[src/rtl/aes_io_pkg.sv]
// Shared definitions for the AES host I/O block: FSM states, register
// addresses, CTRL/STATUS bit positions and a word-extraction helper.
package aes_io_pkg;

  typedef enum logic [1:0] {
    IDLE      = 2'd0,
    START     = 2'd1,
    WAIT_DONE = 2'd2,
    DONE      = 2'd3
  } state_t;

  // Word addresses; each 128-bit bank occupies four consecutive words.
  localparam logic [3:0] ADDR_KEY0   = 4'd0;
  localparam logic [3:0] ADDR_MSG0   = 4'd4;
  localparam logic [3:0] ADDR_RES0   = 4'd8;
  localparam logic [3:0] ADDR_CTRL   = 4'd12;
  localparam logic [3:0] ADDR_STATUS = 4'd13;

  localparam int CTRL_START_BIT     = 0;
  localparam int STATUS_BUSY_BIT    = 0;
  localparam int STATUS_DONE_BIT    = 1;
  localparam int STATUS_TIMEOUT_BIT = 2;

  // Word 0 is the most significant 32 bits of the flat vector.
  function automatic logic [31:0] word_of(input logic [127:0] flat,
                                          input logic [1:0]   idx);
    return flat[(3 - int'(idx)) * 32 +: 32];
  endfunction

endpackage

[src/rtl/aes_word_bank.sv]
// Four 32-bit words written one at a time by word select, presented as a
// single 128-bit vector with word 0 in bits 127:96.
module aes_word_bank (
  input  logic         clk,
  input  logic         reset_n,
  input  logic         we,
  input  logic [1:0]   sel,
  input  logic [31:0]  wdata,
  output logic [127:0] data
);

  logic [31:0] words [4];

  // Word storage; one word updated per write strobe.
  // NOTE: this small array is reset like ordinary flops because its zero
  // value is visible to the host and the controller straight after reset.
  always_ff @(posedge clk or negedge reset_n) begin
    if (!reset_n) begin
      for (int i = 0; i < 4; i++) words[i] <= '0;
    end else if (we) begin
      words[sel] <= wdata;
    end
  end

  assign data = {words[0], words[1], words[2], words[3]};

endmodule

[src/rtl/aes_host_io.sv]
// Host-side end of the AES decrypt handshake: register map for key,
// ciphertext, result and status, plus the request/response FSM towards
// the AES controller. Optional WAIT_DONE watchdog: AES_IO_TIMEOUT_EN.
module aes_host_io
  import aes_io_pkg::*;
#(
  parameter int TIMEOUT_CYCLES = 65535
) (
  input  logic         clk,
  input  logic         reset_n,
  input  logic         wr_en,
  input  logic         rd_en,
  input  logic [3:0]   addr,
  input  logic [31:0]  wr_data,
  output logic [31:0]  rd_data,
  output logic         done_irq,
  output logic [127:0] key,
  output logic [127:0] msg_en,
  output logic         io_ready,
  input  logic [127:0] msg_de,
  input  logic         aes_ready
);

  if (TIMEOUT_CYCLES < 1 || TIMEOUT_CYCLES > 65535) begin : g_bad_timeout
    $error("TIMEOUT_CYCLES must lie in 1..65535");
  end

  state_t         state, next_state;
  logic           busy;
  logic           io_ready_d;
  logic           start_req;
  logic           timeout_hit;
  logic           done_flag;
  logic           timeout_flag;
  logic [127:0]   result;
  logic [31:0]    status_word;
  logic [31:0]    rd_next;

  // Host writes only land while idle; anything else is silently dropped.
  assign start_req = wr_en && (state == IDLE) && (addr == ADDR_CTRL)
                     && wr_data[CTRL_START_BIT];

  aes_word_bank u_key_bank (
    .clk     (clk),
    .reset_n (reset_n),
    .we      (wr_en && (state == IDLE) && (addr[3:2] == ADDR_KEY0[3:2])),
    .sel     (addr[1:0]),
    .wdata   (wr_data),
    .data    (key)
  );

  aes_word_bank u_msg_bank (
    .clk     (clk),
    .reset_n (reset_n),
    .we      (wr_en && (state == IDLE) && (addr[3:2] == ADDR_MSG0[3:2])),
    .sel     (addr[1:0]),
    .wdata   (wr_data),
    .data    (msg_en)
  );

`ifdef AES_IO_TIMEOUT_EN
  logic [15:0] wait_cnt;

  // Watchdog counter: cleared on the way into WAIT_DONE, counts while there.
  always_ff @(posedge clk or negedge reset_n) begin
    if (!reset_n)                 wait_cnt <= '0;
    else if (state == START)      wait_cnt <= '0;
    else if (state == WAIT_DONE)  wait_cnt <= wait_cnt + 16'd1;
  end

  // A real result in the same cycle as expiry wins over the abort.
  assign timeout_hit = (state == WAIT_DONE) && !aes_ready
                       && (wait_cnt == 16'(TIMEOUT_CYCLES - 1));
`else
  assign timeout_hit = 1'b0;
`endif

  // State register.
  // NOTE: sequential state uses non-blocking assignment so every flop
  // samples pre-edge values regardless of process ordering.
  always_ff @(posedge clk or negedge reset_n) begin
    if (!reset_n) state <= IDLE;
    else          state <= next_state;
  end

  // Next-state logic.
  // NOTE: the default assignment at the top keeps this block free of latches.
  always_comb begin
    next_state = state;
    case (state)
      IDLE:      if (start_req) next_state = START;
      START:     next_state = WAIT_DONE;
      WAIT_DONE: if (aes_ready || timeout_hit) next_state = DONE;
      DONE:      next_state = IDLE;
      default:   next_state = IDLE;
    endcase
  end

  // State-decoded outputs; io_ready is requested for every cycle spent in
  // WAIT_DONE so it falls on the same edge that captures the result.
  always_comb begin
    busy       = (state != IDLE);
    done_irq   = (state == DONE);
    io_ready_d = (next_state == WAIT_DONE);
  end

  // Registered request level; the async reset drops it immediately.
  always_ff @(posedge clk or negedge reset_n) begin
    if (!reset_n) io_ready <= 1'b0;
    else          io_ready <= io_ready_d;
  end

  // Result capture only on a genuine response while waiting.
  always_ff @(posedge clk or negedge reset_n) begin
    if (!reset_n)                              result <= '0;
    else if (state == WAIT_DONE && aes_ready)  result <= msg_de;
  end

  // Sticky completion flags, cleared by the next accepted START.
  always_ff @(posedge clk or negedge reset_n) begin
    if (!reset_n) begin
      done_flag    <= 1'b0;
      timeout_flag <= 1'b0;
    end else if (start_req) begin
      done_flag    <= 1'b0;
      timeout_flag <= 1'b0;
    end else begin
      if (state == DONE) done_flag    <= 1'b1;
      if (timeout_hit)   timeout_flag <= 1'b1;
    end
  end

  // STATUS word assembly.
  always_comb begin
    status_word                     = '0;
    status_word[STATUS_BUSY_BIT]    = busy;
    status_word[STATUS_DONE_BIT]    = done_flag;
    status_word[STATUS_TIMEOUT_BIT] = timeout_flag;
  end

  // Read decode; CTRL is write-only and unmapped addresses read as zero.
  always_comb begin
    rd_next = '0;
    case (addr[3:2])
      ADDR_KEY0[3:2]: rd_next = word_of(key, addr[1:0]);
      ADDR_MSG0[3:2]: rd_next = word_of(msg_en, addr[1:0]);
      ADDR_RES0[3:2]: rd_next = word_of(result, addr[1:0]);
      default:        if (addr == ADDR_STATUS) rd_next = status_word;
    endcase
  end

  // Read data register; a same-cycle write is seen only by later reads.
  always_ff @(posedge clk or negedge reset_n) begin
    if (!reset_n)   rd_data <= '0;
    else if (rd_en) rd_data <= rd_next;
  end

endmodule

[config.mk]
export PLATFORM = sky130hd
export DESIGN_NAME = aes_host_io
export DESIGN_NICKNAME = d
export VERILOG_FILES = /design/src/rtl/aes_io_pkg.sv /design/src/rtl/aes_word_bank.sv /design/src/rtl/aes_host_io.sv
export SDC_FILE = /design/constraint.sdc
export NUM_CORES = 1
export LEC_CHECK = 0
export BUFFER_PORTS_ARGS = -buffer_cell sky130_fd_sc_hd__buf_2
export CORE_MARGIN = 2
export CORE_UTILIZATION = 54
export DETAILED_ROUTE_END_ITERATION = 10
export PLACE_DENSITY = 0.82
export RECOVER_POWER = 100
export REMOVE_ABC_BUFFERS = 1
export SLEW_MARGIN = 20
export SYNTH_ARGS = -nofsm -noshare
export SYNTH_HDL_FRONTEND = slang
export SYNTH_SLANG_ARGS = --single-unit
[constraint.sdc]
create_clock -name clk -period 2.19 [get_ports clk]
set_input_delay 0 -clock clk [delete_from_list [all_inputs] [get_ports clk]]
set_output_delay 0 -clock clk [all_outputs]
set_load 0.005 [all_outputs]
==> reports/results.txt, run 1 <==
Leak pwr: 0.0111 uW
Row count: 67
Vias per cell: 6.40
Synth Flop Type: dfrtp_1
Period utilisation layout: 94.7%
CTS root buf: clkbuf_16
Final setup violation count: 0
Data arrival time of the critical path: 2.49 ns
Clk Latency, worst-skew pair: 0.53 ns
Drt pass-1 iters: 5
Slew Viols, Final: 0
Cell Chain, Critical Path: inv_1 -> ha_1 -> nand3_1 -> clkbuf_1 -> nor2_4 -> buf_4 -> mux2_2
Max_cap viols: 0
DRC: 0
Cell Area, Synth: 18600 um2
Placed Cells: 2180
PortBufs: 458
Initial antenna violation count: 4
Vias: 15500
CTS H-tree depth: 2
Total wire length: 67000 um
Hold_ws: 0.0453 ns
Worst slew margin: 29.1%
Initial Utilization: 55.1%
Hold-fix buffers, CTS: 166
Register area share after synthesis: 56.6%
Asr flop ratio synth: 100%
GRT Overall Usage: 36.6%
Boundary Pins: 459
Post-synthesis cell type count: 56
ANT nets after route: 0
RSZ-0062 raised after global routing: no
Post-route insts no fill: 2423
Vias in the first global route: 16300
Critical Path Sink Type: flip-flop
Layout cells sized above 1: 38.2%
Least-Margin Pin Slew: 1.06 ns
CP Max Fanout: 12
Avg Cell Area, Syn: 14.2 um2
Hold Vio Cnt, Final: 0
Cells after Synth: 1310
Worst vdd ir: 0.829 mV
Die Wd: 189 um
Detailed Place HPWL: 42700 um
Die Y: 189 um
Routability cong.: 0.875
Postcts setup bufs: 0
Critical path's slowest cell: dfrtp_1
#FFs+latches synth: 420
First-pass GRT wire length: 99100 um
Startpoint class of the critical path: flip-flop
Inserted Clock Buffers: 43
F_max: 482 MHz
Die area: 35900 um2
Core area: 33700 um2
Sink Count: 420
Min Tclk post-route: 2.07 ns
FILL cells: 2306
Grt ovf: 0
CTS tree: built
Fin nets: 2120
Status: finished clean
Critical path data required time: 2.61 ns
YS warnings: 0
CTS clk-pin slew, worst paths: 0.06 ns
Drt initial violations: 1281
Final setup skew: 0.0145 ns
CP max stage delay: 0.40 ns
Area growth syn-to-layout: 31.2%
WHS Path Cells: 3
WL/cell: 27.7 um
Critical setup path kind: reg -> reg
Post-synth EDFFs: 0
Hold Crit Class: in -> reg
Pwr Density: 1270 nW/um2
Worst-case reg-to-reg path depth: 7
CTS resizes: 0
Largest net degree at the start of global routing: 95
Bufs on Longest Clock Path: 3
[cell usage in the layout, fill, tap and decap left out, types with 20 or more instances in the layout]
cell type      instances
mux2i_1               20
clkbuf_1             218
mux2_1                42
a221oi_1              62
buf_4                 37
clkbuf_16             45
o21ai_0               24
a221o_1               21
dfrtp_1              420
mux2_2               359
nand2_1               30
a22oi_1               53
dlygate4sd3_1        166
buf_2                252
[kinds of logic (layout without fill, tap and decap cells)]
| logic type | Yosys count | count (layout) | share of synthesized area, % |
|---|---|---|---|
| fa+ha+maj | 8 | 8 | 0.539 |
| other cells | 0 | 4 | 0 |
| simple gates | 81 | 81 | 2.17 |
| flops | 420 | 420 | 56.6 |
| buf+inv | 111 | 772 | 3.07 |
| mux | 421 | 421 | 26.0 |
| compound gates | 269 | 269 | 11.6 |
[through the flow]
| stage | instance area, um2 | total power [uW] | setup slack, ns | TNS (ns) | utilization (%) |
|---|---|---|---|---|---|
| final | 24300 | 31000 | 0.116 | 0 | 72.2 |
| after global routing | 24300 | 32300 | 0.0624 | 0 | 72.2 |
| after CTS | 24800 | 31300 | 0.178 | 0 | 73.7 |
| after detailed placement | 21700 | 23600 | 0.00377 | 0 | 64.5 |
| after global placement | 21700 | 23000 | 0.178 | 0 | 64.5 |
| after floorplan | 18000 | 18500 | -2.75 | -618.11 | - |
[path summary, 6_finish.rpt]
kind                            start                  end  slack [ns]
min in group asynchronous     reset_n  u_key_bank.data[20]        0.50
min reg2reg                rd_data[9]           rd_data[9]        0.48
max                          state[0]  u_msg_bank.data[78]        0.12
max reg2reg                  state[0]  u_msg_bank.data[78]        0.12
min                           addr[0]            done_flag        0.05
max in group asynchronous     reset_n  u_key_bank.data[83]        0.37
[routing by layer]
layer / part of all wire [%] / global-route usage (%)
met1: 37 / 45.4
met2: 48 / 60.5
met3: 9.4 / 8.60
met4: 5.4 / 18.2
met5: 0 / 0
[registers in the layout, indices dropped and copies added, names as in the netlist]
register	count
u_msg_bank.data	128
rd_data	32
io_ready	1
done_flag	1
u_key_bank.data	128
result	128
state	2
[cell usage after synthesis (15+ instances only)]
cell type	instances	area, um2
mux2_2	362	4080
a221o_1	21	210
mux2i_1	20	200
dfrtp_1	420	10500
o21ai_0	23	115
nor2_1	16	60.1
a221oi_1	62	543
mux2_4	30	450
clkbuf_1	15	56.3
a22oi_1	53	398
nand2_1	30	113
buf_2	58	290
[cell type report]
type                       instances  area [um2]  share of cell area (%)
inverter                           9        33.8                   0.139
clock inverter                    11         158                   0.648
multi-input combinational        779        7430                    30.5
clock buffer                      62        1270                    5.22
tap                              448         561                    2.30
timing repair buffer             690        4370                    18.0
antenna                            4        10.0                  0.0411
sequential                       420       10500                    43.2
[critical path, delay by kind of cell, from the launching register on]
family / cells / cell delay [ns]
buffers and inverters: 3 / 0.60
DFF: 1 / 0.40
and+or+nand+nor: 2 / 0.34
muxes: 1 / 0.38
adders and majority gates: 1 / 0.23
[report_power, final]
part / internal, uW / switching, uW / total, uW
combinational: 4880 / 4280 / 9170
clock: 4480 / 3030 / 7510
sequential: 11300 / 3000 / 14300
Note: power is estimated with default switching activity, not from simulation.
==> run 2: changes to the inputs <==
--- a/config.mk
+++ b/config.mk
@@ -7,9 +7,9 @@
 export LEC_CHECK = 0
 export BUFFER_PORTS_ARGS = -buffer_cell sky130_fd_sc_hd__buf_2
 export CORE_MARGIN = 2
-export CORE_UTILIZATION = 54
+export CORE_UTILIZATION = 40
 export DETAILED_ROUTE_END_ITERATION = 10
-export PLACE_DENSITY = 0.82
+export PLACE_DENSITY = 0.64
 export RECOVER_POWER = 100
 export REMOVE_ABC_BUFFERS = 1
 export SLEW_MARGIN = 20
==> run 2 against run 1 <==
Compared with the run above:
- the run now ends with capacitance limit, slew limit left
- sequential power hardly changed
- critical path depth increased by 1
- via count down 4.0%
- clock power grew 7.2%
- worst hold slack better by 0.079 ns
- clock skew is 0.0034 ns lower
- cell area rose by 1.5%
==> reports/results.txt, run 2 (same netlist as run 1, synthesis figures left out) <==
Status: complete, but fails checks
Failing checks: capacitance limit, slew limit
GRT Overall Usage: 28.2%
Total wire length: 69200 um
Area growth syn-to-layout: 33.1%
CTS clk-pin slew, worst paths: 0.06 ns
WL/cell: 26.7 um
Die Wd: 219 um
Vias: 14900
Fin nets: 2129
P_sw: 10200 uW
Drt initial violations: 1352
F_max: 479 MHz
Post-route insts no fill: 2589
Row count: 78
Die Y: 219 um
Critical path data required time: 2.65 ns
Commonest non-fill, non-tap cell in the layout: dfrtp_1
Switching share of power: 32.6%
Critical hold path startpoint: addr[3]
Most frequent cells in the layout: dfrtp_1 (420), mux2_2 (361), buf_2 (257)
Sink Count: 420
Startpoint class of the critical path: primary input
CTS root buf: clkbuf_16
Leak pwr: 0.0112 uW
FILL cells: 3932
CTS H-tree depth: 2
Pwr Density: 1270 nW/um2
Least-Margin Pin Slew: 2.02 ns
Postcts setup bufs: 0
Hold Crit Class: in -> reg
DRC: 0
Hold Vio Cnt, Final: 0
WHS Path Cells: 4
First-pass GRT wire length: 101000 um
Core area: 45600 um2
Worst slew margin: -34.4%
Bufs on Longest Clock Path: 3
Hold_ws: 0.125 ns
Grt ovf: 0
Final setup skew: 0.0111 ns
Period utilisation layout: 95.2%
Final setup violation count: 0
Critical Path Sink Type: flip-flop
Boundary Pins: 459
Seq pwr share: 45.5%
Worst-case reg-to-reg path depth: 5
Slew Viols, Final: 70
Reg-to-reg endpoint: result[108]
Vias in the first global route: 15400
RSZ-0062 raised after global routing: no
Placed instance area: 22000 um2
ANT nets after route: 0
Clk Latency, worst-skew pair: 0.57 ns
Inserted Clock Buffers: 46
CP Max Fanout: 11
Detailed Place HPWL: 46200 um
Die area: 48100 um2
Min Tclk post-route: 2.09 ns
R2r startpoint: state[0]
Vias per cell: 5.75
Cell area after layout: 24700 um2
CTS resizes: 0
CTS tree: built
Clock power frac: 25.7%
Pint: 21100 uW
Worst vdd ir: 0.843 mV
Initial Utilization: 40.7%
Initial antenna violation count: 2
Critical setup path kind: in -> reg
WHS Endpoint: done_flag
Largest net degree at the start of global routing: 72
PortBufs: 458
Routability cong.: 0.840
Flop-to-flop setup slack: 0.12 ns
Placed Cells: 2340
Comb pwr share: 28.8%
Data arrival time of the critical path: 2.55 ns
Layout cells sized above 1: 39.3%
Drt pass-1 iters: 5
Max_cap viols: 1
run 2: final cells by class:
cell class	instances	area [um2]	area share (%)
inverter	9	33.8	0.137
multi-input combinational	779	7440	30.1
antenna	2	5.00	0.0203
clock buffer	72	1440	5.84
tap	600	751	3.04
timing repair buffer	696	4390	17.8
sequential	420	10500	42.6
clock inverter	11	130	0.527
run 2: worst max-delay path by stage:
stage          cells after the start      from  slack [ns]                   end
2_1_floorplan                      5   addr[3]       -2.75   u_msg_bank.data[33]
3_3_place_gp                       8   addr[2]        0.17            rd_data[5]
3_5_place_dp                       7   addr[2]        0.16           rd_data[25]
4_1_cts                            6  state[0]        0.21  u_key_bank.data[109]
5_1_grt                            3   reset_n        0.03            result[92]
6_report                           8   addr[2]        0.10            rd_data[4]
run 2: stage by stage:
step	worst slack [ns]	util [%]	setup TNS [ns]	power (uW)
after floorplan	-2.75	-	-618.11	18500
after global placement	0.169	48.3	0	23300
after detailed placement	0.161	48.3	0	23700
after CTS	0.207	55.4	0	32000
after global routing	0.0258	54.2	0	32800
final	0.104	54.2	0	31300
run 2: power groups by stage:
stage | Combinational [uW] | Sequential [uW] | Clock [uW]
floorplan | 4960 | 13600 | 0
global route | 9720 | 14600 | 8510
CTS | 9680 | 14100 | 8180
global placement | 9190 | 14100 | 0
finish | 9000 | 14300 | 8050
detailed placement | 9420 | 14200 | 0
run 2: routing by layer:
layer | routed length [um] | share of wire (%) | up-vias | GRT usage [%]
li1 | - | - | 6292 | -
met1 | 28300 | 41 | 7695 | 36.9
met2 | 33100 | 48 | 741 | 46.2
met3 | 5600 | 8.1 | 147 | 6.22
met4 | 2250 | 3.3 | 0 | 9.89
met5 | 0 | 0 | - | 0
run 2: repair_timing:
item	in CTS	in global routing
hold endpoints to repair	723	0
endpoints found under the setup margin	0	0
hold buffers	164	0
run 2: worst max-delay path: stages:
cell	delay [ns]
clkbuf_1	0.25
inv_1	0.15
ha_1	0.43
clkbuf_1	0.50
nor2_1	0.26
clkbuf_2	0.30
a221o_1	0.40
o31ai_1	0.25
==> run 3: changes to the inputs <==
--- a/config.mk
+++ b/config.mk
@@ -8,11 +8,12 @@
 export BUFFER_PORTS_ARGS = -buffer_cell sky130_fd_sc_hd__buf_2
 export CORE_MARGIN = 2
 export CORE_UTILIZATION = 40
+export CTS_BUF_LIST = sky130_fd_sc_hd__clkbuf_2 sky130_fd_sc_hd__clkbuf_4 sky130_fd_sc_hd__clkbuf_8
 export DETAILED_ROUTE_END_ITERATION = 10
 export PLACE_DENSITY = 0.64
 export RECOVER_POWER = 100
-export REMOVE_ABC_BUFFERS = 1
 export SLEW_MARGIN = 20
 export SYNTH_ARGS = -nofsm -noshare
 export SYNTH_HDL_FRONTEND = slang
 export SYNTH_SLANG_ARGS = --single-unit
+export TNS_END_PERCENT = 5
==> run 3 against run 2 <==
Compared with the run above:
- the flow now finishes without violations
- total power decreased by 0.66%
- cell count is 1.6% higher
- clock power down 3.9%
- worst hold slack worse by 0.022 ns
- core utilization shrank 0.10 points
- clock skew rose by 0.0071 ns
- die area stayed put
- sequential power hardly changed
- register-to-register slack worse by 0.06 ns
- critical path depth fell by 1
- via count grew 0.75%
- non-clock buffer count fell by 6
- critical path type is now reg -> reg
==> reports/results.txt, run 3 (same netlist as run 1, synthesis figures left out) <==
Syn_nets: 1487
Most frequent cells in the layout: dfrtp_1 (420), mux2_2 (362), buf_2 (247)
Fin nets: 2151
CP Max Fanout: 19
ANT nets after route: 0
Vias: 15000
Status: finished clean
Die Y: 219 um
RSZ-0062 raised after global routing: no
Postcts setup bufs: 0
Critical setup path kind: reg -> reg
Hold-fix buffers, CTS: 169
CTS H-tree depth: 3
Data arrival time of the critical path: 2.65 ns
Die Wd: 219 um
Drt initial violations: 1133
Area growth syn-to-layout: 32.8%
PortBufs: 458
Largest net degree at the start of global routing: 74
Final setup violation count: 0
Least-Margin Pin Slew: 1.23 ns
Routability cong.: 0.876
CTS root buf: clkbuf_8
Final setup skew: 0.0182 ns
Startpoint class of the critical path: flip-flop
Critical path data required time: 2.71 ns
Leak pwr: 0.0112 uW
GRT Overall Usage: 28.6%
Initial antenna violation count: 1
Setup crit start: state[0]
Hold Crit Class: in -> reg
Worst vdd ir: 0.755 mV
Placed instance area: 22000 um2
Flop-to-flop setup slack: 0.06 ns
CTS tree: built
Clk Latency, worst-skew pair: 0.64 ns
CTS clk-pin slew, worst paths: 0.06 ns
DRC: 0
Reg-to-reg endpoint: u_msg_bank.data[83]
Bufs on Longest Clock Path: 3
Commonest non-fill, non-tap cell in the layout: dfrtp_1
Pwr Density: 1260 nW/um2
Fin util: 54.1%
Sink Count: 420
Hold Vio Cnt, Final: 0
WL/cell: 26.4 um
Vias in the first global route: 15600
Post-route insts no fill: 2630
F_max: 469 MHz
Core area: 45600 um2
Detailed Place HPWL: 47000 um
Cell area after layout: 24700 um2
Placed Cells: 2329
Layout cells sized above 1: 40.1%
R2r startpoint: state[0]
Drt pass-1 iters: 5
Min Tclk post-route: 2.13 ns
Die area: 48100 um2
Total wire length: 69500 um
Vias per cell: 5.70
Worst-case reg-to-reg path depth: 7
Setup crit end: u_msg_bank.data[83]
Setup TNS: 0 ns
Period utilisation layout: 97.4%
Grt ovf: 0
CTS resizes: 0
Row count: 78
Initial Utilization: 40.7%
Max_cap viols: 0
FILL cells: 3966
First-pass GRT wire length: 102000 um
Boundary Pins: 459
Inserted Clock Buffers: 74
Critical Path Sink Type: flip-flop
Worst slew margin: 17.8%
Slew Viols, Final: 0
[run 3: changes by cell type in the layout (fill, tap and decap cells not counted), sizes merged]
cell	previous run	this run
clkbuf	291	351
buf	313	286
dlygate4sd3	164	169
inv	9	12
clkinvlp	0	2
bufinv	3	2
clkinv	8	7
[run 3: through the flow]
| step | setup WS [ns] | power, uW | hold slack, ns |
|---|---|---|---|
| after global placement | 0.141 | 23500 | 0.0669 |
| after floorplan | 0.421 | 18500 | -0.296 |
| after global routing | 0.00631 | 32700 | 0.0924 |
| after CTS | 0.107 | 32000 | 0.0456 |
| final | 0.0573 | 31100 | 0.102 |
| after detailed placement | 0.0577 | 23800 | 0.0715 |
[run 3: worst max-delay path: stages (launching register included)]
cell and delay, ns:
dfrtp_1 0.40, inv_1 0.11, ha_1 0.23, nand3_1 0.12
buf_2 0.18, nor2_4 0.12, buf_4 0.43, mux2_2 0.39
[run 3: worst min-delay path by stage]
| stage | from | end | slack [ns] | depth (start not counted) |
|---|---|---|---|---|
| 2_1_floorplan | reset_n | done_flag | -0.30 | 0 |
| 4_1_cts | addr[0] | u_key_bank.data[42] | 0.05 | 4 |
| 5_1_grt | addr[1] | done_flag | 0.09 | 3 |
| 6_report | addr[1] | done_flag | 0.10 | 3 |
| 3_3_place_gp | reset_n | result[29] | 0.07 | 1 |
| 3_5_place_dp | reset_n | result[29] | 0.07 | 1 |
[run 3: where the power goes]
part           leakage, uW  switching (uW)  total (uW)  internal [uW]
registers          0.00528            2960       14300          11300
clock network     0.000841            3300        7740           4440
logic              0.00510            4140        9060           4920
[run 3: layout make-up]
type | instances | area [um2] | area share (%)
Tap cell | 600 | 751 | 3.05
Sequential cell | 420 | 10500 | 42.6
Clock buffer | 116 | 1450 | 5.87
Clock inverter | 14 | 136 | 0.553
Antenna cell | 2 | 5.00 | 0.0203
Inverter | 9 | 33.8 | 0.137
Multi-Input combinational cell | 779 | 7440 | 30.2
Timing Repair Buffer | 690 | 4330 | 17.6
[run 3: routing by layer]
metal  share of wire [%]  vias to the layer above  routed length, um  track usage (%)
li1                    -                     6371                  -                -
met1                  41                     7714              28400             37.1
met2                  48                      781              33100             46.4
met3                 9.0                      121               6240             7.90
met4                 2.6                        0               1810             9.05
met5                   0                        -                  0                0
